File: src/rtl/phy_tx.sv
// phy_tx: USB 2.0 full-speed transmit PHY.
// Serialises SIE bytes (LSB first) behind a SYNC pattern. Applies bit
// stuffing and NRZI encoding, and closes the packet with an EOP (SE0, SE0, J).
// Optional feature macro: PHY_TX_ABORT_EN. When defined, it adds tx_abort_i,
// which forces a bit-stuff error (8 bit periods with no transitions) and then
// an EOP.
module phy_tx #(
  parameter int BIT_SAMPLES = 4
) (
  input  logic       clk_i,
  input  logic       rstn_i,
  input  logic [7:0] tx_data_i,
  input  logic       tx_valid_i,
`ifdef PHY_TX_ABORT_EN
  input  logic       tx_abort_i,
`endif
  output logic       tx_ready_o,
  output logic       tx_dp_o,
  output logic       tx_dn_o,
  output logic       tx_en_o
);

  localparam int CW = (BIT_SAMPLES > 1) ? $clog2(BIT_SAMPLES) : 1;
  localparam logic [CW-1:0] CNT_MAX = CW'(BIT_SAMPLES - 1);

`ifdef PHY_TX_ABORT_EN
  typedef enum logic [2:0] {
    ST_IDLE, ST_SYNC, ST_DATA, ST_EOP, ST_ABORT
  } state_t;
`else
  typedef enum logic [2:0] {
    ST_IDLE, ST_SYNC, ST_DATA, ST_EOP
  } state_t;
`endif

  state_t          state_q, state_d;
  logic [CW-1:0]   clk_cnt_q, clk_cnt_d;
  // SYNC/DATA: data bits of the current byte already on the line (0..8).
  // EOP/ABORT: bit periods already spent in that state.
  logic [3:0]      bit_cnt_q, bit_cnt_d;
  logic [2:0]      stuff_cnt_q, stuff_cnt_d;
  logic            stuff_q, stuff_d;       // current bit period is a stuff bit
  logic [7:0]      shift_q, shift_d;       // bits still to send, LSB next
  logic            dp_q, dp_d;
  logic            dn_q, dn_d;
  logic            en_q, en_d;

  logic            bit_end;
  logic            stuff_due;
  logic            drive_bit;              // a new NRZI bit starts at this edge
  logic            drive_val;              // its data value (0 toggles the line)
  logic            to_eop;
  logic            ready;

  assign bit_end   = (clk_cnt_q == CNT_MAX);
  assign stuff_due = (stuff_cnt_q == 3'd6);

  // Next-state, bit sequencing, stuffing and NRZI line computation.
  always_comb begin
    // NOTE: every signal written here gets a default first, so no path can
    // leave one unassigned and infer a latch.
    state_d     = state_q;
    clk_cnt_d   = clk_cnt_q;
    bit_cnt_d   = bit_cnt_q;
    stuff_cnt_d = stuff_cnt_q;
    stuff_d     = stuff_q;
    shift_d     = shift_q;
    dp_d        = dp_q;
    dn_d        = dn_q;
    en_d        = en_q;
    drive_bit   = 1'b0;
    drive_val   = 1'b0;
    to_eop      = 1'b0;
    ready       = 1'b0;

    if (state_q != ST_IDLE) begin
      clk_cnt_d = bit_end ? '0 : clk_cnt_q + CW'(1);
    end

    case (state_q)
      ST_IDLE: begin
        clk_cnt_d = '0;
        if (tx_valid_i) begin
          // The first SYNC bit (a 0) goes out right away as K. The rest of
          // 8'h80 is queued in the shift register.
          state_d     = ST_SYNC;
          en_d        = 1'b1;
          dp_d        = 1'b0;
          dn_d        = 1'b1;
          shift_d     = 8'h40;
          bit_cnt_d   = 4'd1;
          stuff_cnt_d = 3'd0;
          stuff_d     = 1'b0;
        end
      end

      ST_SYNC, ST_DATA: begin
        if (bit_end) begin
`ifdef PHY_TX_ABORT_EN
          if (state_q == ST_DATA && tx_abort_i) begin
            state_d     = ST_ABORT;
            bit_cnt_d   = 4'd0;
            stuff_d     = 1'b0;
            stuff_cnt_d = 3'd0;
          end else
`endif
          if (bit_cnt_q == 4'd8 && !stuff_q) begin
            // Byte boundary: consume the next byte even if a stuff bit
            // has to go out before its first data bit.
            if (tx_valid_i) begin
              ready     = 1'b1;
              state_d   = ST_DATA;
              drive_bit = 1'b1;
              if (stuff_due) begin
                stuff_d   = 1'b1;
                shift_d   = tx_data_i;
                bit_cnt_d = 4'd0;
              end else begin
                drive_val = tx_data_i[0];
                stuff_d   = 1'b0;
                shift_d   = {1'b0, tx_data_i[7:1]};
                bit_cnt_d = 4'd1;
              end
            end else if (stuff_due) begin
              drive_bit = 1'b1;
              stuff_d   = 1'b1;
            end else begin
              to_eop = 1'b1;
            end
          end else if (bit_cnt_q == 4'd8) begin
            // Trailing stuff bit of the last byte is done.
            to_eop = 1'b1;
          end else if (stuff_due) begin
            drive_bit = 1'b1;
            stuff_d   = 1'b1;
          end else begin
            drive_bit = 1'b1;
            drive_val = shift_q[0];
            stuff_d   = 1'b0;
            shift_d   = {1'b0, shift_q[7:1]};
            bit_cnt_d = bit_cnt_q + 4'd1;
          end
        end
      end

`ifdef PHY_TX_ABORT_EN
      ST_ABORT: begin
        // Hold the line for 8 bit periods: a deliberate stuffing violation.
        if (bit_end) begin
          if (bit_cnt_q == 4'd7) begin
            to_eop = 1'b1;
          end else begin
            bit_cnt_d = bit_cnt_q + 4'd1;
          end
        end
      end
`endif

      ST_EOP: begin
        if (bit_end) begin
          if (bit_cnt_q == 4'd0) begin
            bit_cnt_d = 4'd1;
          end else if (bit_cnt_q == 4'd1) begin
            bit_cnt_d = 4'd2;
            dp_d      = 1'b1;
            dn_d      = 1'b0;
          end else begin
            state_d     = ST_IDLE;
            en_d        = 1'b0;
            clk_cnt_d   = '0;
            bit_cnt_d   = 4'd0;
            stuff_cnt_d = 3'd0;
            stuff_d     = 1'b0;
            shift_d     = 8'h00;
          end
        end
      end

      default: begin
        state_d = ST_IDLE;
      end
    endcase

    // NRZI: a 0 swaps J<->K, a 1 holds the level. The stuff counter follows
    // every transmitted bit, stuff bits included (they are zeros).
    if (drive_bit) begin
      if (!drive_val) begin
        dp_d = dn_q;
        dn_d = dp_q;
      end
      stuff_cnt_d = drive_val ? stuff_cnt_q + 3'd1 : 3'd0;
    end

    if (to_eop) begin
      state_d     = ST_EOP;
      dp_d        = 1'b0;
      dn_d        = 1'b0;
      bit_cnt_d   = 4'd0;
      stuff_d     = 1'b0;
      stuff_cnt_d = 3'd0;
    end
  end

  // State and line registers; reset parks the bus at J with drivers off.
  always_ff @(posedge clk_i or negedge rstn_i) begin
    if (!rstn_i) begin
      state_q     <= ST_IDLE;
      clk_cnt_q   <= '0;
      bit_cnt_q   <= 4'd0;
      stuff_cnt_q <= 3'd0;
      stuff_q     <= 1'b0;
      shift_q     <= 8'h00;
      dp_q        <= 1'b1;
      dn_q        <= 1'b0;
      en_q        <= 1'b0;
    end else begin
      // NOTE: non-blocking assignments so every register samples the values
      // from before this edge, independent of statement order.
      state_q     <= state_d;
      clk_cnt_q   <= clk_cnt_d;
      bit_cnt_q   <= bit_cnt_d;
      stuff_cnt_q <= stuff_cnt_d;
      stuff_q     <= stuff_d;
      shift_q     <= shift_d;
      dp_q        <= dp_d;
      dn_q        <= dn_d;
      en_q        <= en_d;
    end
  end

  assign tx_ready_o = ready;
  assign tx_dp_o    = dp_q;
  assign tx_dn_o    = dn_q;
  assign tx_en_o    = en_q;

endmodule

File: config.mk
export PLATFORM = sky130hd
export DESIGN_NAME = phy_tx
export DESIGN_NICKNAME = d
export VERILOG_FILES = /design/src/rtl/phy_tx.sv
export SDC_FILE = /design/constraint.sdc
export NUM_CORES = 1
export LEC_CHECK = 0
export BUFFER_PORTS_ARGS = -buffer_cell sky130_fd_sc_hd__buf_2
export CAP_MARGIN = 20
export CELL_PAD_IN_SITES_DETAIL_PLACEMENT = 0
export CELL_PAD_IN_SITES_GLOBAL_PLACEMENT = 1
export CORE_UTILIZATION = 40
export CTS_CLUSTER_SIZE = 10
export DETAILED_ROUTE_END_ITERATION = 8
export PLACE_DENSITY = 0.75
export SYNTH_ARGS = -nofsm -noshare
export SYNTH_HDL_FRONTEND = slang
export SYNTH_SLANG_ARGS = --single-unit
File: constraint.sdc
create_clock -name clk_i -period 2.2 [get_ports clk_i]
set_input_delay 0.22 -clock clk_i [delete_from_list [all_inputs] [get_ports clk_i]]
set_output_delay 0.22 -clock clk_i [all_outputs]
set_load 0.1 [all_outputs]
After elaboration in Yosys (flattened, before gate mapping). Index checks and enable logic that the tools add are counted.

Register bits after elaboration: 24. Latch bits: 0. Memory bits (writable): 0. Bits in read-only memories: 0. Input port bits: 11. Logic and storage cells: 153. Memories kept: 0.

Add/subtract/negate cells: 3. Multipliers: 0. Div/mod/pow operators: 0. Order comparisons: 0. Equal/unequal tests: 30. Shifts and indexed selects: 0. Muxes and demuxes: 95. Bitwise operators: 0. Reduce and logical (&&, ||, !) cells: 16.

Operators with widths (count): $mux W8 (10); $mux W1 (49); $mux W3 (12); $mux W4 (8); $ne A3 B3 Y1 const B (10); $ne A4 B4 Y1 const B (7); $pmux W8 S3 (1); $mux W2 (7); $reduce_and A7 Y1 (2); $pmux W4 S3 (1); $ne A2 B2 Y1 const B (5); $reduce_and A5 Y1 (2); $pmux W3 S3 (1); $reduce_and A9 Y1 (1); $reduce_and A8 Y1 (1); $reduce_bool A4 Y1 (2); $eq A3 B2 Y1 const B (2); $pmux W1 S2 (3); $pmux W3 S2 (1); $reduce_bool A3 Y1 (2); $ne A5 B5 Y1 const B (1); $add A4 B1 Y4 const B (1); $eq A4 B1 Y1 const B (1); $eq A4 B4 Y1 const B (1); other kinds (13) (13).

Depth between registers and ports, before layout. Gate-level depths: netlist of the first run.

Depth in word-level cells: 9. Depth in mapped cells: 9.

Worst setup path after synthesis of the first run. No wires, ideal clock.

Path type: register to output. Start: register state_q[0]. End: output tx_ready_o. Arrival time: 3237 ps. Required time: 1980 ps. Path slack: -1257 ps. Stages on the path, launching flop included: 6. Buffers on the path: 1. Cells stage by stage: dfrtp_1 -> inv_1 -> ha_1 -> clkbuf_1 -> nand2_1 -> nor3_1.

Word-level cells in the longest chain between the ends: 3. Elaborated cells between the ends (all ways): 4.

RTL lines: start, declared (RTL line 36) `state_t state_q, state_d;`; start signal, assigned (RTL line 219) `state_q <= state_d;`; $eq A3 B1 Y1 / $eq A3 B2 Y1 (equally long branches) (RTL line 80) `case (state_q)`; $reduce_or A2 Y1 * (RTL line 80); $mux W1 * (RTL line 80); end, declared (RTL line 17) `output logic tx_ready_o,`.

Mark *: on every way between the ends. The rest lies on a longest branch, timed or not.

Worst setup path in the final report of the first run.
Start: register bit_cnt_q[0]. End: register shift_q[4].

Word-level cells in the longest chain between the ends: 5. Elaborated cells between the ends (all ways): 13.

RTL lines: start, declared (RTL line 40) `logic [3:0] bit_cnt_q, bit_cnt_d;`; start signal, assigned (RTL line 221) `bit_cnt_q <= bit_cnt_d;`; $eq A4 B4 Y1 (RTL line 107, 130); $logic_and A1 B1 Y1 (RTL line 107) `if (bit_cnt_q == 4'd8 && !stuff_q) begin`; $mux W8 (RTL line 107); $mux W8 (RTL line 98) `if (bit_end) begin`; $pmux W8 S3 (RTL line 80); end signal, assigned (RTL line 224) `shift_q <= shift_d;`; end, declared (RTL line 43) `logic [7:0] shift_q, shift_d;`.

Parallel ways exist; a longest one is shown, timed or not. The select of a mux whose other input is x is not followed. A chain may end at the register's enable or synchronous reset.

==> results of run 1 <==
[how the worst min path moves through the flow]
stage                      start            to  slack (ns)
CTS                 tx_data_i[0]    shift_q[0]        0.38
detailed placement        rstn_i  bit_cnt_q[2]        0.25
global route        tx_data_i[1]    shift_q[0]        0.45
floorplan                 rstn_i  bit_cnt_q[0]       -0.08
global placement          rstn_i  bit_cnt_q[2]        0.24
finish              tx_data_i[0]    shift_q[0]        0.38
[stage by stage]
step | power, uW | std cells | setup TNS, ns | hold slack [ns] | worst slack [ns]
CTS | 2020 | 257 | 0 | 0.382 | 0.0269
floorplan | 1390 | 186 | 0 | -0.0756 | 0.0661
global route | 2160 | 257 | 0 | 0.448 | 0.00694
finish | 2010 | 257 | 0 | 0.382 | 0.0898
detailed placement | 1700 | 250 | -0.148 | 0.253 | -0.0249
global placement | 1680 | 250 | 0 | 0.237 | 0.0434
[flip-flops by register name, summed over array words and instances, names as in the netlist]
register / count
bit_cnt_q: 4
clk_cnt_q: 2
shift_q: 8
state_q: 2
stuff_cnt_q: 3
stuff_q: 1
tx_dn_o: 1
tx_dp_o: 1
tx_en_o: 1
[synth_stat cells (all sizes together), types with 2 or more instances]
cell     n
nand2   24
dfrtp   22
inv     13
a21oi   12
nor2    12
o21ai   12
ha       9
mux2i    8
mux2     7
clkbuf   6
a311oi   5
nand2b   5
nand3    5
nor3     5
a21o     3
and2     3
buf      3
o211ai   3
a211oi   2
and3b    2
or2      2
or3      2
[routing by layer]
layer / track usage [%] / vias up / routed length, um
li1: - / 702 / -
met1: 25.3 / 664 / 1880
met2: 33.6 / 15 / 1870
met3: 4.11 / 4 / 95
met4: 3.99 / 0 / 27
met5: 0 / - / 0
[worst max-delay path: stages, from the launching register on]
cell	delay (ns)
dfrtp_1	0.39
inv_1	0.06
ha_2	0.21
or2_1	0.22
and2_2	0.22
nor4_2	0.26
o31a_2	0.20
buf_12	0.13
mux2_4	0.30
[repair_timing]
action / in CTS / in global routing
endpoints found under the hold margin: 22 / 0
hold buffers: 1 / 0
gates resized for setup: 0 / 1
setup endpoints to repair: 8 / 8
buffers inserted: 2 / 0
[cell type report]
cell class	instances	area [um^2]	share of cell area [%]
multi-input combinational	141	1020	52.2
sequential	23	577	29.5
timing repair buffer	26	203	10.4
tap	50	62.6	3.19
inverter	13	48.8	2.49
clock buffer	4	45.0	2.30
[kinds of logic (layout without fill, tap and decap cells)]
group	after synthesis	after routing	synth area share, %
simple gates	70	70	23.1
compound gates	47	47	18.3
flops	23	23	34.2
buf+inv	22	43	6.01
mux	15	15	11.7
fa+ha+maj	9	9	6.68
[power breakdown]
group / switching (uW) / leakage [uW] / internal [uW]
Sequential: 72.9 / 0.000300 / 511
Clock: 151 / 0.0000228 / 130
Combinational: 637 / 0.000588 / 510
Total: 861 / 0.000911 / 1150
==> impl_metrics.py, run 1 <==
metrics = {
    "status": {
        "status": "completed",
    },
    "sta": {
        "fmax_mhz": 474,
        "fin_skew_ns": 0.00195,
        "timing.final.hold_violations": 0,
        "drv_slew": 0,
        "maxSlewHeadroom_pct": 62.5,
        "setup_violations": 0,
        "post-route-period-util_pct": 95.9,
        "worst_pin_slew_ns": 0.560,
        "rsz0062_at_grt": "no",
        "layout_min_cycle_time_ns": 2.11,
    },
    "setup_path": {
        "critPathKind": "reg -> reg",
        "endpoint": "shift_q[4]",
        "crit_path_start_kind": "register",
        "rr_worst_depth": 8,
        "cp_max_fo": 8,
        "cp-end-kind": "register",
        "crit_start": "bit_cnt_q[0]",
        "worst_r2r_endpoint": "shift_q[4]",
        "arrival_ns": 2.28,
        "reg2reg_slack_ns": 0.09,
        "cp_data_required_time_ns": 2.37,
        "reg2reg_from": "bit_cnt_q[0]",
    },
    "global_routing": {
        "grt_pass1_wl_mm": 6.59,
        "grt_pass1_vias": 1415,
        "grt_use_total_pct": 19.7,
        "grt_max_degree": 24,
        "antenna_found_initial": 0,
        "grt_overflow": 0,
    },
    "place": {
        "place.gp.congestion": 0.847,
        "place_area_um2": 1890,
        "portBuffers": 14,
        "post-dp-hpwl_mm": 2.83,
    },
    "routing": {
        "wl_mm": 3.87,
        "drcViolationCount": 0,
        "vias": 1385,
        "wire_per_inst_um": 15.0,
        "viasPerCell": 5.39,
        "final_antenna_net_count": 0,
        "drt_iter0_markers": 49,
        "drtPass1Iterations": 4,
    },
    "job": {
        "max-cap-violations": 0,
    },
    "clock_network": {
        "cts.reportedPaths.clkPinSlew_ns": 0.09,
        "root_buffer": "clkbuf_8",
        "cts.sinks": 23,
        "clk_latency_ns": 0.27,
        "cts_buffer_depth": 2,
        "cts_max_level": 1,
        "numCtsBuffers": 3,
        "cts_tree": "yes",
    },
    "layout": {
        "drive_above_1_share_pct": 23.2,
        "stdcell_area_um2": 1960,
        "nets": 228,
        "final_cell_mix": "24 x nand2_1, 22 x dfrtp_1, 13 x inv_1, 13 x buf_2, 12 x a21oi_1",
        "final_common_cell": "nand2_1",
        "n_antenna_cell": 0,
        "nFillCells": 398,
        "area_delta_synth_final_pct": 16.1,
        "fin_util_pct": 48.6,
    },
    "pwr": {
        "p_per_area_nw_per_um2": 1030,
        "irDropWorstVdd_mv": 0.869,
        "total_leakage_power_uw": 0.000911,
    },
    "yosys": {
        "async_flop_share_pct": 100,
        "ys_top_cells_by_area": "dfrtp_1 33%, ha_1 6.7%, mux2_4 6.2%, nand2_1 5.3%, mux2i_1 4.2%",
        "avgSynthCellArea_um2": 9.07,
        "synthCells": 186,
        "yosysTopAreaCellShare_pct": 32.6,
        "synth_flop_cell": "dfrtp_1",
        "synth.net_count": 206,
        "seq_area_frac_synth_pct": 34.2,
        "synth_cell_types": 51,
        "synth_edf_count": 0,
        "synth-seq-cells": 23,
        "synth_warnings": 0,
        "synth_largest_area_cell": "dfrtp_1",
        "synth.cell_area_um2": 1690,
    },
    "floorplanning": {
        "die_w_um": 66.9,
        "fp.dieH_um": 66.9,
        "start_util_pct": 41.9,
        "dieArea_um2": 4480,
        "ios": 15,
        "rows": 23,
        "placeableCoreArea_um2": 4030,
    },
    "worst_hold_path": {
        "min_path_type": "in -> reg",
        "holdPathStages": 5,
    },
}
No activity file was read; power rests on OpenSTA's default activity.
==> inputs of run 2 (changes only) <==
--- a/config.mk
+++ b/config.mk
@@ -9,10 +9,10 @@
 export CAP_MARGIN = 20
 export CELL_PAD_IN_SITES_DETAIL_PLACEMENT = 0
 export CELL_PAD_IN_SITES_GLOBAL_PLACEMENT = 1
-export CORE_UTILIZATION = 40
+export CORE_UTILIZATION = 35
 export CTS_CLUSTER_SIZE = 10
 export DETAILED_ROUTE_END_ITERATION = 8
-export PLACE_DENSITY = 0.75
+export PLACE_DENSITY = 0.67
 export SYNTH_ARGS = -nofsm -noshare
 export SYNTH_HDL_FRONTEND = slang
 export SYNTH_SLANG_ARGS = --single-unit
==> constraint.sdc (replaced) <==
create_clock -name clk_i -period 2.2 [get_ports clk_i]
set_input_delay 0.11 -clock clk_i [delete_from_list [all_inputs] [get_ports clk_i]]
set_output_delay 0.11 -clock clk_i [all_outputs]
set_load 0.1 [all_outputs]
==> impl_metrics.py, run 2 (same netlist as run 1, synthesis figures left out) <==
metrics = {
    "status": {
        "status": "completed",
    },
    "layout": {
        "drive_above_1_share_pct": 23.7,
        "final_cell_mix": "24 x nand2_1, 22 x dfrtp_1, 13 x inv_1, 13 x buf_2, 12 x a21oi_1",
        "largest_register_ffs": 8,
        "n_antenna_cell": 0,
        "final_common_cell": "nand2_1",
        "nFillCells": 454,
        "area_delta_synth_final_pct": 16.9,
        "multi_input_area_um2": 1030,
        "fin_util_pct": 43.8,
        "seqCellArea_um2": 577,
        "nets": 228,
        "final_cells": 259,
        "regMostFlops": "shift_q",
        "reg.largest.list": "shift_q x8, bit_cnt_q x4, stuff_cnt_q x3",
    },
    "clock_network": {
        "cts_buffer_depth": 2,
        "cts.sinks": 23,
        "cts_tree": "yes",
        "numCtsBuffers": 3,
        "cts.reportedPaths.clkPinSlew_ns": 0.09,
        "root_buffer": "clkbuf_8",
        "clk_latency_ns": 0.27,
        "cts_max_level": 1,
    },
    "pwr": {
        "total_leakage_power_uw": 0.000918,
        "power.clock.fraction_pct": 13.4,
        "swShare_pct": 43.0,
        "pwr-share-comb_pct": 57.7,
        "p_sw_uw": 866,
        "p_per_area_nw_per_um2": 1020,
        "irDropWorstVdd_mv": 0.503,
        "power_frac_seq_pct": 28.9,
        "fin_total_pwr_uw": 2010,
        "power.internal_uw": 1150,
    },
    "place": {
        "portBuffers": 14,
        "post-dp-hpwl_mm": 2.89,
        "place.gp.congestion": 0.917,
        "dp_cells": 253,
        "place_ws_ns": -0.00592,
    },
    "sta": {
        "fin_hold_ws_ns": 0.273,
        "maxSlewHeadroom_pct": 63.9,
        "setup_ws_ns": 0.124,
        "layout_min_cycle_time_ns": 2.08,
        "fin_skew_ns": 0.0107,
        "worst_pin_slew_ns": 0.541,
        "rsz0062_at_grt": "no",
        "drv_slew": 0,
        "timing.final.hold_violations": 0,
        "fmax_mhz": 482,
        "setup_violations": 0,
        "post-route-period-util_pct": 94.4,
    },
    "floorplanning": {
        "fp.dieH_um": 71.4,
        "dieArea_um2": 5100,
        "start_util_pct": 37.4,
        "ios": 15,
        "rows": 24,
        "die_w_um": 71.4,
        "placeableCoreArea_um2": 4500,
    },
    "setup_path": {
        "cp_data_required_time_ns": 2.36,
        "critical_path.slowest_cell": "dfrtp_1",
        "cp_max_fo": 8,
        "reg2reg_from": "bit_cnt_q[0]",
        "worstPathCellList": "inv_1, ha_2, or2_1, and2_4, nor4_4, o31a_2, buf_12, mux2_4",
        "cp-end-kind": "register",
        "crit_start": "bit_cnt_q[0]",
        "reg2reg_slack_ns": 0.12,
        "arrival_ns": 2.24,
        "crit_path_start_kind": "register",
        "critPathKind": "reg -> reg",
        "max_stage_delay_ns": 0.39,
    },
    "global_routing": {
        "grt_pass1_vias": 1409,
        "grt_max_degree": 24,
        "grt_use_total_pct": 16.7,
        "grt_pass1_wl_mm": 6.83,
        "grt_overflow": 0,
        "antenna_found_initial": 0,
    },
    "routing": {
        "viasPerCell": 5.55,
        "final_antenna_net_count": 0,
        "drcViolationCount": 0,
        "wire_per_inst_um": 15.0,
        "vias": 1438,
        "drt_iter0_markers": 75,
        "drtPass1Iterations": 4,
        "wl_mm": 3.88,
    },
    "worst_hold_path": {
        "holdCritStartpoint": "tx_data_i[1]",
        "min_path_type": "in -> reg",
    },
    "job": {
        "max-cap-violations": 0,
    },
}
[run 2: changes by cell type in the layout (fill, tap and decap cells not counted), sizes merged]
cell | previous run | this run
clkbuf | 4 | 3
clkinv | 0 | 1
[run 2: power by group through the flow]
stage | Combinational (uW) | Clock, uW | Sequential [uW]
CTS | 1150 | 283 | 583
finish | 1160 | 270 | 582
global placement | 1090 | 0 | 590
global route | 1270 | 301 | 594
floorplan | 702 | 0 | 685
detailed placement | 1120 | 0 | 597
[run 2: area by class of cell]
type                       instances  share of cell area, %
sequential                        23                   29.3
clock buffer                       3                   2.09
multi-input combinational        141                   52.3
timing repair buffer              26                   10.3
inverter                          13                   2.47
tap                               52                   3.30
clock inverter                     1                  0.254
[run 2: worst max-delay path, delay by kind of cell (launching register included)]
family	cells	cell delay [ns]
flops	1	0.39
fa+ha+maj	1	0.21
buf+inv	2	0.20
simple gates	3	0.68
compound gates	1	0.20
mux	1	0.30
[run 2: path summary, 6_finish.rpt]
kind                                     end  depth (start not counted)
worst max-delay path              shift_q[2]                          8
worst min-delay path              shift_q[0]                          5
worst max register to register    shift_q[2]                          8
worst min register to register    shift_q[6]                          1
max in group asynchronous            tx_dp_o                          2
min in group asynchronous       bit_cnt_q[1]                          2
[run 2: per-layer routing]
layer	up-vias	share of wire, %	track usage, %
li1	708	-	-
met1	697	50	22.3
met2	29	46	28.3
met3	4	4.1	4.22
met4	0	0.46	2.00
met5	-	0	0
[run 2: timing repair]
| item | 4_1_cts | 5_1_grt |
|---|---|---|
| gates resized for setup | 0 | 3 |
| setup endpoints to repair | 7 | 7 |
| endpoints found under the hold margin | 22 | 0 |
| gates cloned | 0 | 0 |
| hold buffers | 1 | 0 |
| setup buffers | 1 | 0 |
[run 2: per-stage QoR]
step                      area (um^2)  setup TNS, ns
final                            1970              0
after global routing             1970              0
after global placement           1900              0
after CTS                        1960              0
after floorplan                  1700              0
after detailed placement         1900        -0.0206
==> inputs of run 3 (changes only) <==
==> config.mk (replaced) <==
export PLATFORM = sky130hd
export DESIGN_NAME = phy_tx
export DESIGN_NICKNAME = d
export VERILOG_FILES = /design/src/rtl/phy_tx.sv
export SDC_FILE = /design/constraint.sdc
export NUM_CORES = 1
export LEC_CHECK = 0
export CAP_MARGIN = 20
export CELL_PAD_IN_SITES_DETAIL_PLACEMENT = 0
export CELL_PAD_IN_SITES_GLOBAL_PLACEMENT = 1
export CORE_UTILIZATION = 35
export CTS_CLUSTER_SIZE = 10
export DETAILED_ROUTE_END_ITERATION = 8
export DONT_BUFFER_PORTS = 1
export PLACE_DENSITY = 0.63
export SYNTH_ARGS = -nofsm -noshare
export SYNTH_HDL_FRONTEND = slang
export SYNTH_SLANG_ARGS = --single-unit
==> constraint.sdc (replaced) <==
create_clock -name clk_i -period 1.89 [get_ports clk_i]
set_input_delay 0.0945 -clock clk_i [delete_from_list [all_inputs] [get_ports clk_i]]
set_output_delay 0.0945 -clock clk_i [all_outputs]
set_load 0.1 [all_outputs]
==> impl_metrics.py, run 3 (same netlist as run 1, synthesis figures left out) <==
metrics = {
    "routing": {
        "wl_mm": 4.51,
        "vias": 1497,
        "drcViolationCount": 0,
        "final_antenna_net_count": 0,
        "drtPass1Iterations": 4,
        "drt_iter0_markers": 59,
        "viasPerCell": 5.44,
        "wire_per_inst_um": 16.4,
    },
    "global_routing": {
        "grt_max_degree": 24,
        "antenna_found_initial": 0,
        "grt_pass1_wl_mm": 7.62,
        "grt_pass1_vias": 1612,
        "grt_use_total_pct": 19.3,
        "grt_overflow": 0,
    },
    "setup_path": {
        "cp_max_fo": 8,
        "crit_path_start_kind": "register",
        "arrival_ns": 2.23,
        "cp_data_required_time_ns": 2.06,
        "cp-end-kind": "register",
        "critPathKind": "reg -> reg",
    },
    "pwr": {
        "p_sw_uw": 1150,
        "total_leakage_power_uw": 0.00102,
        "irDropWorstVdd_mv": 0.776,
        "power.clock.fraction_pct": 12.1,
        "swShare_pct": 41.2,
        "power.internal_uw": 1640,
        "pwr-share-comb_pct": 63.7,
        "power_frac_seq_pct": 24.2,
        "p_per_area_nw_per_um2": 1250,
    },
    "sta": {
        "fin_skew_ns": 0.00316,
        "setup_violations": 12,
        "maxSlewHeadroom_pct": 72.2,
        "layout_min_cycle_time_ns": 2.05,
        "timing.final.hold_violations": 0,
        "fin_hold_ws_ns": 0.105,
        "setup-tns-final_ns": -1.33,
        "worst_pin_slew_ns": 0.415,
        "rsz0062_at_grt": "yes",
        "setup_ws_ns": -0.165,
        "drv_slew": 0,
        "post-route-period-util_pct": 109,
        "fmax_mhz": 487,
    },
    "clock_network": {
        "cts.reportedPaths.clkPinSlew_ns": 0.09,
        "cts_max_level": 1,
        "clk_latency_ns": 0.28,
        "cts.sinks": 23,
        "numCtsBuffers": 3,
        "cts_tree": "yes",
        "cts_buffer_depth": 2,
        "root_buffer": "clkbuf_8",
    },
    "floorplanning": {
        "start_util_pct": 37.4,
        "ios": 15,
        "die_w_um": 71.4,
        "dieArea_um2": 5100,
        "placeableCoreArea_um2": 4500,
        "rows": 24,
        "fp.dieH_um": 71.4,
    },
    "layout": {
        "final_common_cell": "buf_4",
        "final_cells": 275,
        "nets": 244,
        "area_delta_synth_final_pct": 32.3,
        "final_cell_mix": "34 x buf_4, 23 x nand2_1, 22 x dfrtp_1, 10 x nor2_1, 10 x a21oi_1",
        "n_antenna_cell": 0,
        "reg.largest.list": "shift_q x8, bit_cnt_q x4, stuff_cnt_q x3",
        "nFillCells": 440,
        "drive_above_1_share_pct": 38.6,
        "largest_register_ffs": 8,
        "regMostFlops": "shift_q",
    },
    "place": {
        "post-dp-hpwl_mm": 3.38,
        "dp_cells": 265,
        "portBuffers": 0,
        "place.gp.congestion": 0.852,
    },
    "worst_hold_path": {
        "min_path_type": "in -> reg",
    },
    "status": {
        "violations": "negative setup slack",
        "status": "finished with violations",
    },
    "job": {
        "max-cap-violations": 0,
    },
}
==> run 3: changes by cell type in the layout (fill, tap and decap cells not counted), sizes merged <==
cell  previous run  this run
buf             25        41
==> run 3: worst max-delay path, stage by stage, from the launching register on <==
cell	delay (ns)
dfrtp_1	0.41
inv_2	0.06
ha_4	0.16
or2_4	0.25
and2_4	0.17
nor4_4	0.26
o31a_2	0.21
buf_12	0.14
mux2_4	0.30
==> run 3: area by class of cell <==
class | instances | area (um^2) | area share [%]
Multi-Input combinational cell | 141 | 1110 | 50.0
Sequential cell | 23 | 577 | 25.9
Timing Repair Buffer | 42 | 379 | 17.0
Tap cell | 52 | 65.1 | 2.92
Inverter | 13 | 48.8 | 2.19
Clock buffer | 3 | 41.3 | 1.85
Clock inverter | 1 | 5.00 | 0.224
==> run 3: power groups by stage <==
| stage | clock (uW) | combinational, uW | sequential (uW) |
|---|---|---|---|
| after detailed placement | 0 | 1600 | 681 |
| after global placement | 0 | 1550 | 671 |
| after global routing | 365 | 1930 | 690 |
| after floorplan | 0 | 883 | 801 |
| after CTS | 343 | 1700 | 675 |
| final | 338 | 1780 | 674 |
==> run 3: routing by layer <==
layer | share of wire, % | GRT usage [%] | up-vias
met3 | 3.3 | 4.36 | 5
li1 | - | - | 735
met4 | 0.95 | 5.11 | 0
met1 | 46 | 23.1 | 737
met2 | 50 | 34.8 | 20
met5 | 0 | 0 | -
==> run 3: per-stage QoR <==
stage / util (%) / area, um^2 / power [uW] / worst slack [ns]
floorplan: - / 1730 / 1680 / -0.108
global placement: 45.3 / 2040 / 2220 / -0.111
detailed placement: 45.3 / 2040 / 2280 / -0.162
CTS: 48.2 / 2170 / 2720 / -0.169
global route: 49.5 / 2230 / 2980 / -0.240
finish: 49.5 / 2230 / 2790 / -0.165
==> run 3: final timing paths <==
check | startpoint | end | slack (ns) | cells after the start
worst max-delay path | bit_cnt_q[0] | shift_q[7] | -0.16 | 8
worst min-delay path | tx_valid_i | tx_dn_o | 0.11 | 3
worst max register to register | bit_cnt_q[0] | shift_q[7] | -0.16 | 8
worst min register to register | stuff_cnt_q[0] | stuff_cnt_q[0] | 0.53 | 2
max in group asynchronous | rstn_i | tx_dp_o | 1.43 | 2
min in group asynchronous | rstn_i | bit_cnt_q[0] | 0.24 | 2
==> run 3: what timing repair did <==
action                                  CTS  global route
endpoints found under the setup margin   16            21
pin swaps                                 5             9
hold buffers                              2             0
gates resized for setup                  11            16
hold endpoints to repair                 23             0
setup buffers                             3             1
